<file path="src/rtl/exu_alu_arb_pkg.sv">
// Purpose : shared types and helpers for the two-lane ALU issue arbiter.
// Latency : n/a (package only).
// Backpr. : n/a. Defaults for ALU_OP_WIDTH / COMMIT_ID_WIDTH apply when the core does not define them.
`ifndef ALU_OP_WIDTH
`define ALU_OP_WIDTH 8
`endif
`ifndef COMMIT_ID_WIDTH
`define COMMIT_ID_WIDTH 3
`endif

package exu_alu_arb_pkg;

    localparam int ARB_DW    = 32;
    localparam int ARB_OPW   = `ALU_OP_WIDTH;
    localparam int ARB_CIDW  = `COMMIT_ID_WIDTH;
    localparam int NUM_LANES = 2;

    typedef struct packed {
        logic [ARB_DW-1:0]   op1;
        logic [ARB_DW-1:0]   op2;
        logic [ARB_OPW-1:0]  op_info;
        logic [4:0]          rd;
        logic                reg_we;
        logic [ARB_CIDW-1:0] cid;
    } alu_req_t;

    // Commit IDs wrap, so age is judged on the modular distance: lane 0 is
    // older when cid1 is ahead of cid0 by less than half the ID space.
    // Equal IDs resolve to lane 0.
    function automatic logic age_pick_lane1(input logic [ARB_CIDW-1:0] cid0,
                                            input logic [ARB_CIDW-1:0] cid1);
        logic [ARB_CIDW-1:0] diff;
        logic                lane0_older;
        diff        = cid1 - cid0;
        lane0_older = (diff != '0) && !diff[ARB_CIDW-1];
        return !lane0_older && (diff != '0);
    endfunction

endpackage

</file>
<file path="src/rtl/exu_alu_arb_slot.sv">
// Purpose : one-entry request buffer for a single dispatch lane (vld + payload).
// Latency : accepted entry is visible on vld_o/req_o the next cycle.
// Backpr. : ready_o low when full and not issuing, or during flush.
// Ports   : valid_i/ready_o/req_i from dispatch, issue_i from arbiter, vld_o/req_o to arbiter.
module exu_alu_arb_slot
    import exu_alu_arb_pkg::*;
(
    input  logic     clk,
    input  logic     rst_n,
    input  logic     flush_i,
    input  logic     valid_i,
    input  alu_req_t req_i,
    input  logic     issue_i,
    output logic     ready_o,
    output logic     vld_o,
    output alu_req_t req_o
);

    logic     vld_q;
    logic     vld_d;
    logic     accept;
    alu_req_t req_q;

    // An entry leaving this cycle frees the slot for a same-cycle reload.
    assign ready_o = ~flush_i & (~vld_q | issue_i);
    assign accept  = valid_i & ready_o;

    always_comb begin
        vld_d = vld_q;
        if (flush_i) begin
            vld_d = 1'b0;
        end else if (accept) begin
            vld_d = 1'b1;
        end else if (issue_i) begin
            vld_d = 1'b0;
        end
    end

    gnrl_dfflr #(.DW(1)) u_vld (
        .clk   (clk),
        .rst_n (rst_n),
        .lden  (1'b1),
        .dnxt  (vld_d),
        .qout  (vld_q)
    );

    gnrl_dfflr #(.DW($bits(alu_req_t))) u_payload (
        .clk   (clk),
        .rst_n (rst_n),
        .lden  (accept),
        .dnxt  (req_i),
        .qout  (req_q)
    );

    assign vld_o = vld_q;
    assign req_o = req_q;

endmodule

</file>
<file path="src/rtl/gnrl_dfflr.sv">
// Purpose : generic load-enabled register with asynchronous active-low clear.
// Latency : 1 cycle from dnxt to qout when lden is set.
// Backpr. : none; holds value while lden is low.
module gnrl_dfflr #(
    parameter int DW = 1
) (
    input  logic          clk,
    input  logic          rst_n,
    input  logic          lden,
    input  logic [DW-1:0] dnxt,
    output logic [DW-1:0] qout
);

    logic [DW-1:0] qout_q;

    always_ff @(posedge clk or negedge rst_n) begin
        if (!rst_n) begin
            qout_q <= '0;
        end else if (lden) begin
            qout_q <= dnxt;
        end
    end

    assign qout = qout_q;

endmodule

</file>
<file path="src/rtl/exu_alu_arb.sv">
// Purpose : two-lane issue arbiter in front of the shared exu_alu; round-robin, or
//           oldest-commit-ID first when ALU_ARB_AGE_PRIO_EN is defined.
// Latency : accept in T, presented to the ALU in T+1 at the earliest.
// Backpr. : alu_stall_i freezes grant/payload; lane ready drops while its buffer is held.
// Ports   : reqN_* dispatch lanes (valid/ready + payload), alu_* presented operation,
//           grant_o one-hot lane, flush_i drops all buffered work.
module exu_alu_arb
    import exu_alu_arb_pkg::*;
#(
    parameter int DW   = 32,
    parameter int OPW  = `ALU_OP_WIDTH,
    parameter int CIDW = `COMMIT_ID_WIDTH
) (
    input  logic            clk,
    input  logic            rst_n,
    input  logic            flush_i,
    input  logic            req0_valid_i,
    output logic            req0_ready_o,
    input  logic [DW-1:0]   req0_op1_i,
    input  logic [DW-1:0]   req0_op2_i,
    input  logic [OPW-1:0]  req0_op_info_i,
    input  logic [4:0]      req0_rd_i,
    input  logic            req0_reg_we_i,
    input  logic [CIDW-1:0] req0_cid_i,
    input  logic            req1_valid_i,
    output logic            req1_ready_o,
    input  logic [DW-1:0]   req1_op1_i,
    input  logic [DW-1:0]   req1_op2_i,
    input  logic [OPW-1:0]  req1_op_info_i,
    input  logic [4:0]      req1_rd_i,
    input  logic            req1_reg_we_i,
    input  logic [CIDW-1:0] req1_cid_i,
    input  logic            alu_stall_i,
    output logic            req_alu_o,
    output logic [DW-1:0]   alu_op1_o,
    output logic [DW-1:0]   alu_op2_o,
    output logic [OPW-1:0]  alu_op_info_o,
    output logic [4:0]      alu_rd_o,
    output logic            alu_reg_we_o,
    output logic [CIDW-1:0] alu_cid_o,
    output logic [1:0]      grant_o
);

    alu_req_t             req_in  [NUM_LANES];
    alu_req_t             buf_req [NUM_LANES];
    logic [NUM_LANES-1:0] vld;
    logic [NUM_LANES-1:0] ready;
    logic [NUM_LANES-1:0] valid_in;
    logic [NUM_LANES-1:0] issue;
    logic [NUM_LANES-1:0] sel;
    logic [NUM_LANES-1:0] grant;
    alu_req_t             sel_req;

    // A stalled grant is remembered so the choice cannot flip when the other
    // lane fills (or the priority state changes) while the ALU is blocked.
    logic                 hold_q;
    logic                 hold_d;
    logic [NUM_LANES-1:0] hold_gnt_q;
    logic [NUM_LANES-1:0] hold_gnt_d;

    assign req_in[0] = '{op1: req0_op1_i, op2: req0_op2_i, op_info: req0_op_info_i,
                         rd: req0_rd_i, reg_we: req0_reg_we_i, cid: req0_cid_i};
    assign req_in[1] = '{op1: req1_op1_i, op2: req1_op2_i, op_info: req1_op_info_i,
                         rd: req1_rd_i, reg_we: req1_reg_we_i, cid: req1_cid_i};
    assign valid_in  = {req1_valid_i, req0_valid_i};

    for (genvar n = 0; n < NUM_LANES; n++) begin : g_slot
        exu_alu_arb_slot u_slot (
            .clk     (clk),
            .rst_n   (rst_n),
            .flush_i (flush_i),
            .valid_i (valid_in[n]),
            .req_i   (req_in[n]),
            .issue_i (issue[n]),
            .ready_o (ready[n]),
            .vld_o   (vld[n]),
            .req_o   (buf_req[n])
        );
    end

`ifndef ALU_ARB_AGE_PRIO_EN
    logic rr_q;
    logic rr_d;
`endif

    always_comb begin
        sel = '0;
        if (hold_q) begin
            sel = hold_gnt_q;
        end else if (vld == 2'b01) begin
            sel = 2'b01;
        end else if (vld == 2'b10) begin
            sel = 2'b10;
        end else if (vld == 2'b11) begin
`ifdef ALU_ARB_AGE_PRIO_EN
            sel = age_pick_lane1(buf_req[0].cid, buf_req[1].cid) ? 2'b10 : 2'b01;
`else
            sel = rr_q ? 2'b10 : 2'b01;
`endif
        end
    end

    // Flush blanks the presentation, so nothing can issue in a flush cycle.
    assign grant   = flush_i ? '0 : sel;
    assign issue   = grant & {NUM_LANES{~alu_stall_i}};
    assign sel_req = grant[1] ? buf_req[1] : (grant[0] ? buf_req[0] : '0);

    assign hold_d     = (|grant) & alu_stall_i;
    assign hold_gnt_d = grant;

    always_ff @(posedge clk or negedge rst_n) begin
        if (!rst_n) begin
            hold_q     <= 1'b0;
            hold_gnt_q <= '0;
        end else begin
            hold_q     <= hold_d;
            hold_gnt_q <= hold_gnt_d;
        end
    end

`ifndef ALU_ARB_AGE_PRIO_EN
    // Pointer only moves on contention, and then away from the lane just served.
    always_comb begin
        rr_d = rr_q;
        if ((&vld) && (|issue)) begin
            rr_d = issue[0];
        end
    end

    always_ff @(posedge clk or negedge rst_n) begin
        if (!rst_n) begin
            rr_q <= 1'b0;
        end else begin
            rr_q <= rr_d;
        end
    end
`endif

    assign req0_ready_o  = ready[0];
    assign req1_ready_o  = ready[1];
    assign req_alu_o     = |grant;
    assign grant_o       = grant;
    assign alu_op1_o     = sel_req.op1;
    assign alu_op2_o     = sel_req.op2;
    assign alu_op_info_o = sel_req.op_info;
    assign alu_rd_o      = sel_req.rd;
    assign alu_reg_we_o  = sel_req.reg_we;
    assign alu_cid_o     = sel_req.cid;

endmodule
</file>
<file path="config.mk">
export PLATFORM = sky130hd
export DESIGN_NAME = exu_alu_arb
export DESIGN_NICKNAME = d
export VERILOG_FILES = /design/src/rtl/exu_alu_arb_pkg.sv /design/src/rtl/exu_alu_arb_slot.sv /design/src/rtl/gnrl_dfflr.sv /design/src/rtl/exu_alu_arb.sv
export SDC_FILE = /design/constraint.sdc
export NUM_CORES = 1
export LEC_CHECK = 0
export BUFFER_PORTS_ARGS = -buffer_cell sky130_fd_sc_hd__buf_2
export CAP_MARGIN = 15
export CORE_ASPECT_RATIO = 0.7
export CORE_UTILIZATION = 53
export DETAILED_ROUTE_END_ITERATION = 8
export PLACE_DENSITY_LB_ADDON = 0.1
export SLEW_MARGIN = 10
export SYNTH_ARGS = -nofsm -noshare
export SYNTH_HDL_FRONTEND = slang
export SYNTH_HIERARCHICAL = 1
export SYNTH_SLANG_ARGS = --single-unit
</file>
<file path="constraint.sdc">
create_clock -name clk -period 2.5 [get_ports clk]
set_input_delay 0.5 -clock clk [delete_from_list [all_inputs] [get_ports clk]]
set_output_delay 0.5 -clock clk [all_outputs]
set_load 0.02 [all_outputs]
</file>
## Word-level counts from Yosys, hierarchy flattened

Index checks and enable logic that the tools add are counted.

- Flip-flop bits (word level): 168
- Input bits: 168
- Word-level logic and storage cells: 42

- Equal/unequal tests: 3
- Mux-type cells: 14
- Bitwise gates (word level): 12
- Reductions and logical operators: 6

Operators by type and width:

| operator | number |
|---|---|
| $mux W81 | 2 |
| $mux W2 | 6 |
| $mux W1 | 6 |
| $reduce_bool A3 Y1 | 2 |
| $and A1 B1 Y1 | 5 |
| $eq A2 B2 Y1 const B | 2 |
| $not A1 Y1 | 4 |
| $reduce_or A2 Y1 | 2 |
| $and A2 B2 Y2 | 1 |
| $eq A2 B1 Y1 const B | 1 |
| $or A1 B1 Y1 | 2 |
| $reduce_and A2 Y1 | 1 |
| $logic_and A1 B1 Y1 | 1 |

## Logic depth before layout (Yosys ltp)

- Depth after elaboration: 12
- Gate-level depth with buffers: 9

## By module

Netlist, hierarchy kept.

Modules (own cells, without submodules):

| module | times used | cells each | area each (µm²) |
|---|---|---|---|
| gnrl_dfflr at g_slot[0].u_slot.u_payload ... | 2 | 171 | 3410.8 |
| exu_alu_arb | 1 | 215 | 1869.3 |
| exu_alu_arb_slot | 2 | 5 | 43.8 |
| gnrl_dfflr at g_slot[0].u_slot.u_vld ... | 2 | 2 | 40.0 |

## Worst setup path before layout

Ideal clock, no wire load.

- Path kind: input port to flip-flop
- From: input port flush_i
- To: register g_slot[0].u_slot.u_payload.qout_q[0]
- Library setup time: 0.125 ns
- Data arrival time: 2.110 ns
- Required time: 2.375 ns
- Path slack: 0.265 ns
- Stages: 8
- Buffers on the path: 4
- Path through: clkbuf_1 -> clkbuf_1 -> nor3_1 -> nor2b_4 -> nor3b_2 -> buf_6 -> buf_12 -> mux2_4

- Word-level cells in the longest chain between the ends: 5

RTL lines:

| item | RTL line | text |
|---|---|---|
| start: declaration | exu_alu_arb.sv:16 | `input logic flush_i,` |
| $mux W2 | exu_alu_arb.sv:104 | `assign grant = flush_i ? '0 : sel;` |
| $and A2 B2 Y2 | exu_alu_arb.sv:105 | `assign issue = grant & {NUM_LANES{~alu_stall_i}};` |
| named net issue[0] | exu_alu_arb.sv:49 | `logic [NUM_LANES-1:0] issue;` |
| $or A1 B1 Y1 | exu_alu_arb_slot.sv:25 | `assign ready_o = ~flush_i & (~vld_q \| issue_i);` |
| $and A1 B1 Y1 | exu_alu_arb_slot.sv:25 |  |
| $and A1 B1 Y1 | exu_alu_arb_slot.sv:26 | `assign accept = valid_i & ready_o;` |
| named net g_slot[0].u_slot.accept | exu_alu_arb_slot.sv:21 | `logic accept;` |
| end signal: assignment | gnrl_dfflr.sv:20 | `qout_q <= dnxt;` |
| end: declaration | gnrl_dfflr.sv:14 | `logic [DW-1:0] qout_q;` |

The timed path passes the listed nets, and every way through them passes these cells.
A chain may end at the register's enable or synchronous reset.

## Final worst setup path

- From: register g_slot[1].u_slot.u_vld.qout_q
- To: output port alu_op1_o[18]

- Word-level cells in the longest chain between the ends: 8

RTL lines:

| item | RTL line | text |
|---|---|---|
| start: declaration | gnrl_dfflr.sv:14 |  |
| start signal: assignment | gnrl_dfflr.sv:20 |  |
| $eq A2 B2 Y1 | exu_alu_arb.sv:94 | `end else if (vld == 2'b11) begin` |
| $mux W2 | exu_alu_arb.sv:94 |  |
| $mux W2 | exu_alu_arb.sv:92 | `end else if (vld == 2'b10) begin` |
| $mux W2 (*) | exu_alu_arb.sv:90 | `end else if (vld == 2'b01) begin` |
| $mux W2 (*) | exu_alu_arb.sv:88 | `if (hold_q) begin` |
| $mux W2 (*) | exu_alu_arb.sv:104 |  |
| $mux W81 | exu_alu_arb.sv:106 | `assign sel_req = grant[1] ? buf_req[1] : (grant[0] ? buf_req[0] : '0);` |
| $mux W81 (*) | exu_alu_arb.sv:106 |  |
| end: declaration | exu_alu_arb.sv:35 | `output logic [DW-1:0] alu_op1_o,` |

Every way passes the cells marked *; elsewhere a longest branch is shown, timed or not.

==> results by group <==
Route
  – Pre-antenna DRT Iters: 6
  – Via count: 5927
  – Antenna viol nets, final: 0
  – Post-route DRC: 0
  – Total length of routed wires: 23900 um
  – WL/cell: 22.3 um
  – Initial DRC count: 307
  – Vias per cell: 5.53

Synth
  – Syn Inst Count: 571
  – Syn Std Cell Area: 0.00886 mm2
  – Dominant cells by area after synthesis: dfrtp_1 (47%), mux2_4 (27%), nor4bb_1 (7.1%), a21o_1 (6.9%), buf_12 (3.6%)
  – Yosys top cell area share: 47.5%
  – Seq/Total Area, Yosys: 47.5%
  – Cell taking the most area after synthesis: dfrtp_1
  – Netlist cell types: 29
  – Syn_area_per_cell: 15.5 um2
  – Ys Warns: 6
  – FF+latch count, synth: 168
  – Syn nets: 739

Power and ir drop
  – Sw frac: 28.3%
  – Pwr dens: 777 mW/mm2
  – Power Internal: 6730 uW
  – Logic pwr share: 32.5%
  – Clock power share: 27.8%
  – Max rail drop VDD: 0.456 mV
  – P_sw: 2660 uW
  – Flop pwr share: 39.7%
  – P_leak: 0.00661 uW

Clocking
  – Clock Sinks: 168
  – CTS root buf: clkbuf_16
  – H-tree depth: 4
  – Longest Clk Path Bufs: 2
  – Reg clk slew, reported paths: 0.07 ns
  – CTS tree: built
  – CTS buffer count: 17
  – Worst-Skew Late Latency: 0.43 ns

GRT
  – Pin count of the biggest net entering global routing: 70
  – All-Layer GR Usage: 26.2%
  – Number of global-route vias before repair: 6026
  – Global-route wire length before repair: 34000 um
  – Initial antenna violation count: 3
  – GR Overflow Total: 0

Timing
  – Slew Viols, Final: 0
  – Tmin final: 2.75 ns
  – Clock skew: 0.0106 ns
  – FMAX: 364 MHz
  – Hold Fails Final Rpt: 0
  – RSZ-0062 raised after global routing: true
  – Setup WS post-layout: -0.250 ns
  – Fin crit share: 110%
  – Final setup vio count: 83
  – Final Hold Slack: 0.299 ns

Floorplan
  – Die area: 0.0172 mm2
  – Die Y: 110 um
  – Io pins: 254
  – # rows: 39
  – Initial Util: 54.2%
  – Core area: 0.0163 mm2
  – Die X: 157 um

Final layout
  – Area delta synth->final: 36.5%
  – Commonest non-fill, non-tap cell in the layout: buf_2
  – Share of layout cells above drive strength 1: 67.0%
  – Most frequent cells in the layout: buf_2 (188), dfrtp_1 (166), mux2_4 (162)
  – Final nets: 998
  – Finished Layout Cells: 1071

Placement
  – DP Cell Count: 1012
  – DP HPWL: 13900 um
  – Routability cong.: 0.802
  – Buffers on Ports: 253

Setup path
  – Critical Path RT: 2.00 ns
  – Crit Path Class: reg2out
  – WP data arrival: 2.25 ns
  – Critical Path Fanout Max: 19
  – Startpoint types: flop
  – CP Capture Type: output pin

Outcome
  – Run status: finished, violations left
  – Failing checks: negative setup slack

Hold path
  – Hold Crit Class: in2reg

Flow run
  – Max-cap viol count: 0
-- area by class of cell --
type | count | area, um2
antenna | 3 | 7.51
clock buffer | 23 | 498
clock inverter | 9 | 91.3
fill | 1025 | 4250
multi-input combinational | 350 | 4720
sequential | 168 | 4210
tap | 225 | 282
timing repair buffer | 293 | 2290
-- final timing paths --
kind,from,to,slack [ns],cells past startpoint
min in group asynchronous,rst_n,g_slot[1].u_slot/u_payload/qout[66]$_DFFE_PN0P_,0.57,2
min,req1_op2_i[11],g_slot[1].u_slot/u_payload/qout[28]$_DFFE_PN0P_,0.30,2
max reg2reg,hold_q$_DFF_PN0_,g_slot[1].u_slot/u_payload/qout[32]$_DFFE_PN0P_,0.08,8
max,g_slot[1].u_slot/u_vld/qout$_DFFE_PN0P_,alu_op1_o[18],-0.25,7
min reg2reg,g_slot[0].u_slot/u_payload/qout[55]$_DFFE_PN0P_,g_slot[0].u_slot/u_payload/qout[55]$_DFFE_PN0P_,0.50,1
max in group asynchronous,rst_n,g_slot[0].u_slot/u_payload/qout[36]$_DFFE_PN0P_,1.21,3
-- metrics by stage --
step	worst slack (ns)	instance area [um2]	util, %	TNS (ns)	total power (uW)
global route	-0.336	12100	74.0	-17.12	9790
detailed placement	0.164	10100	61.9	0	6110
finish	-0.250	12100	74.0	-11.19	9390
CTS	-0.166	11400	69.8	-10.63	9070
floorplan	0.265	8860	-	0	5490
global placement	0.147	10100	61.9	0	6030
-- state kept, by name, indices dropped and copies added, names as in the netlist --
name and flops:
g_slot.u_slot/u_payload/qout 162, g_slot.u_slot/u_vld/qout 2, hold_gnt_q 2, hold_q 1
rr_q 1
-- cells by family (layout without fill, tap and decap cells) --
family,Yosys count,in the layout,synth area share [%]
simple gates,95,95,10.9
mux,165,165,27.8
other cells,2,5,0.0848
flops,168,168,47.5
compound gates,88,88,7.54
buf+inv,53,325,6.23
-- layer usage --
layer  track usage (%)  vias up  share of wire [%]
met1              36.1     3042                 45
met5                 0        -              0.054
met4              6.23        2                1.3
li1                  -     2649                  -
met3              8.44       32                6.5
met2              40.1      202                 47
-- what timing repair did --
item / in CTS / in global routing
hold buffers: 1 / 0
endpoints found under the setup margin: 82 / 86
resized for setup: 115 / 114
cloned: 2 / 9
hold endpoints to repair: 9 / 0
pin swaps: 6 / 43
buffers inserted: 4 / 10
-- cell usage after synthesis --
cell type  instances
a21o_1            81
mux2_4           162
dfrtp_1          168
nand3b_1           1
nor2_1             3
mux2i_1            1
nor2b_1            1
nand2b_1           1
nor4bb_1          63
buf_2             10
mux2_2             2
a21oi_1            1
a22oi_2            1
conb_1             2
and4bb_1           1
buf_12            16
clkbuf_2           1
and2_1             1
and4bb_2          17
nor2_2             1
o31ai_1            2
buf_8              5
nor2b_4            2
clkbuf_1          18
o21ba_1            2
nor3_1             2
a21boi_1           1
nor3b_2            2
buf_6              3
-- worst max-delay path, stage by stage, from the launching register on --
cell and delay (ns):
dfrtp_2 0.43, buf_6 0.13, a21boi_4 0.18, mux2i_4 0.13
buf_4 0.26, nor4bb_2 0.37, a21o_1 0.19, buf_6 0.14
-- power groups by stage --
stage	sequential (uW)	combinational, uW	clock, uW
after floorplan	3610	1880	0
after global placement	3710	2330	0
after detailed placement	3730	2380	0
final	3730	3060	2610
after CTS	3710	2710	2660
after global routing	3800	3220	2770
Note: power is estimated with default switching activity, not from simulation.
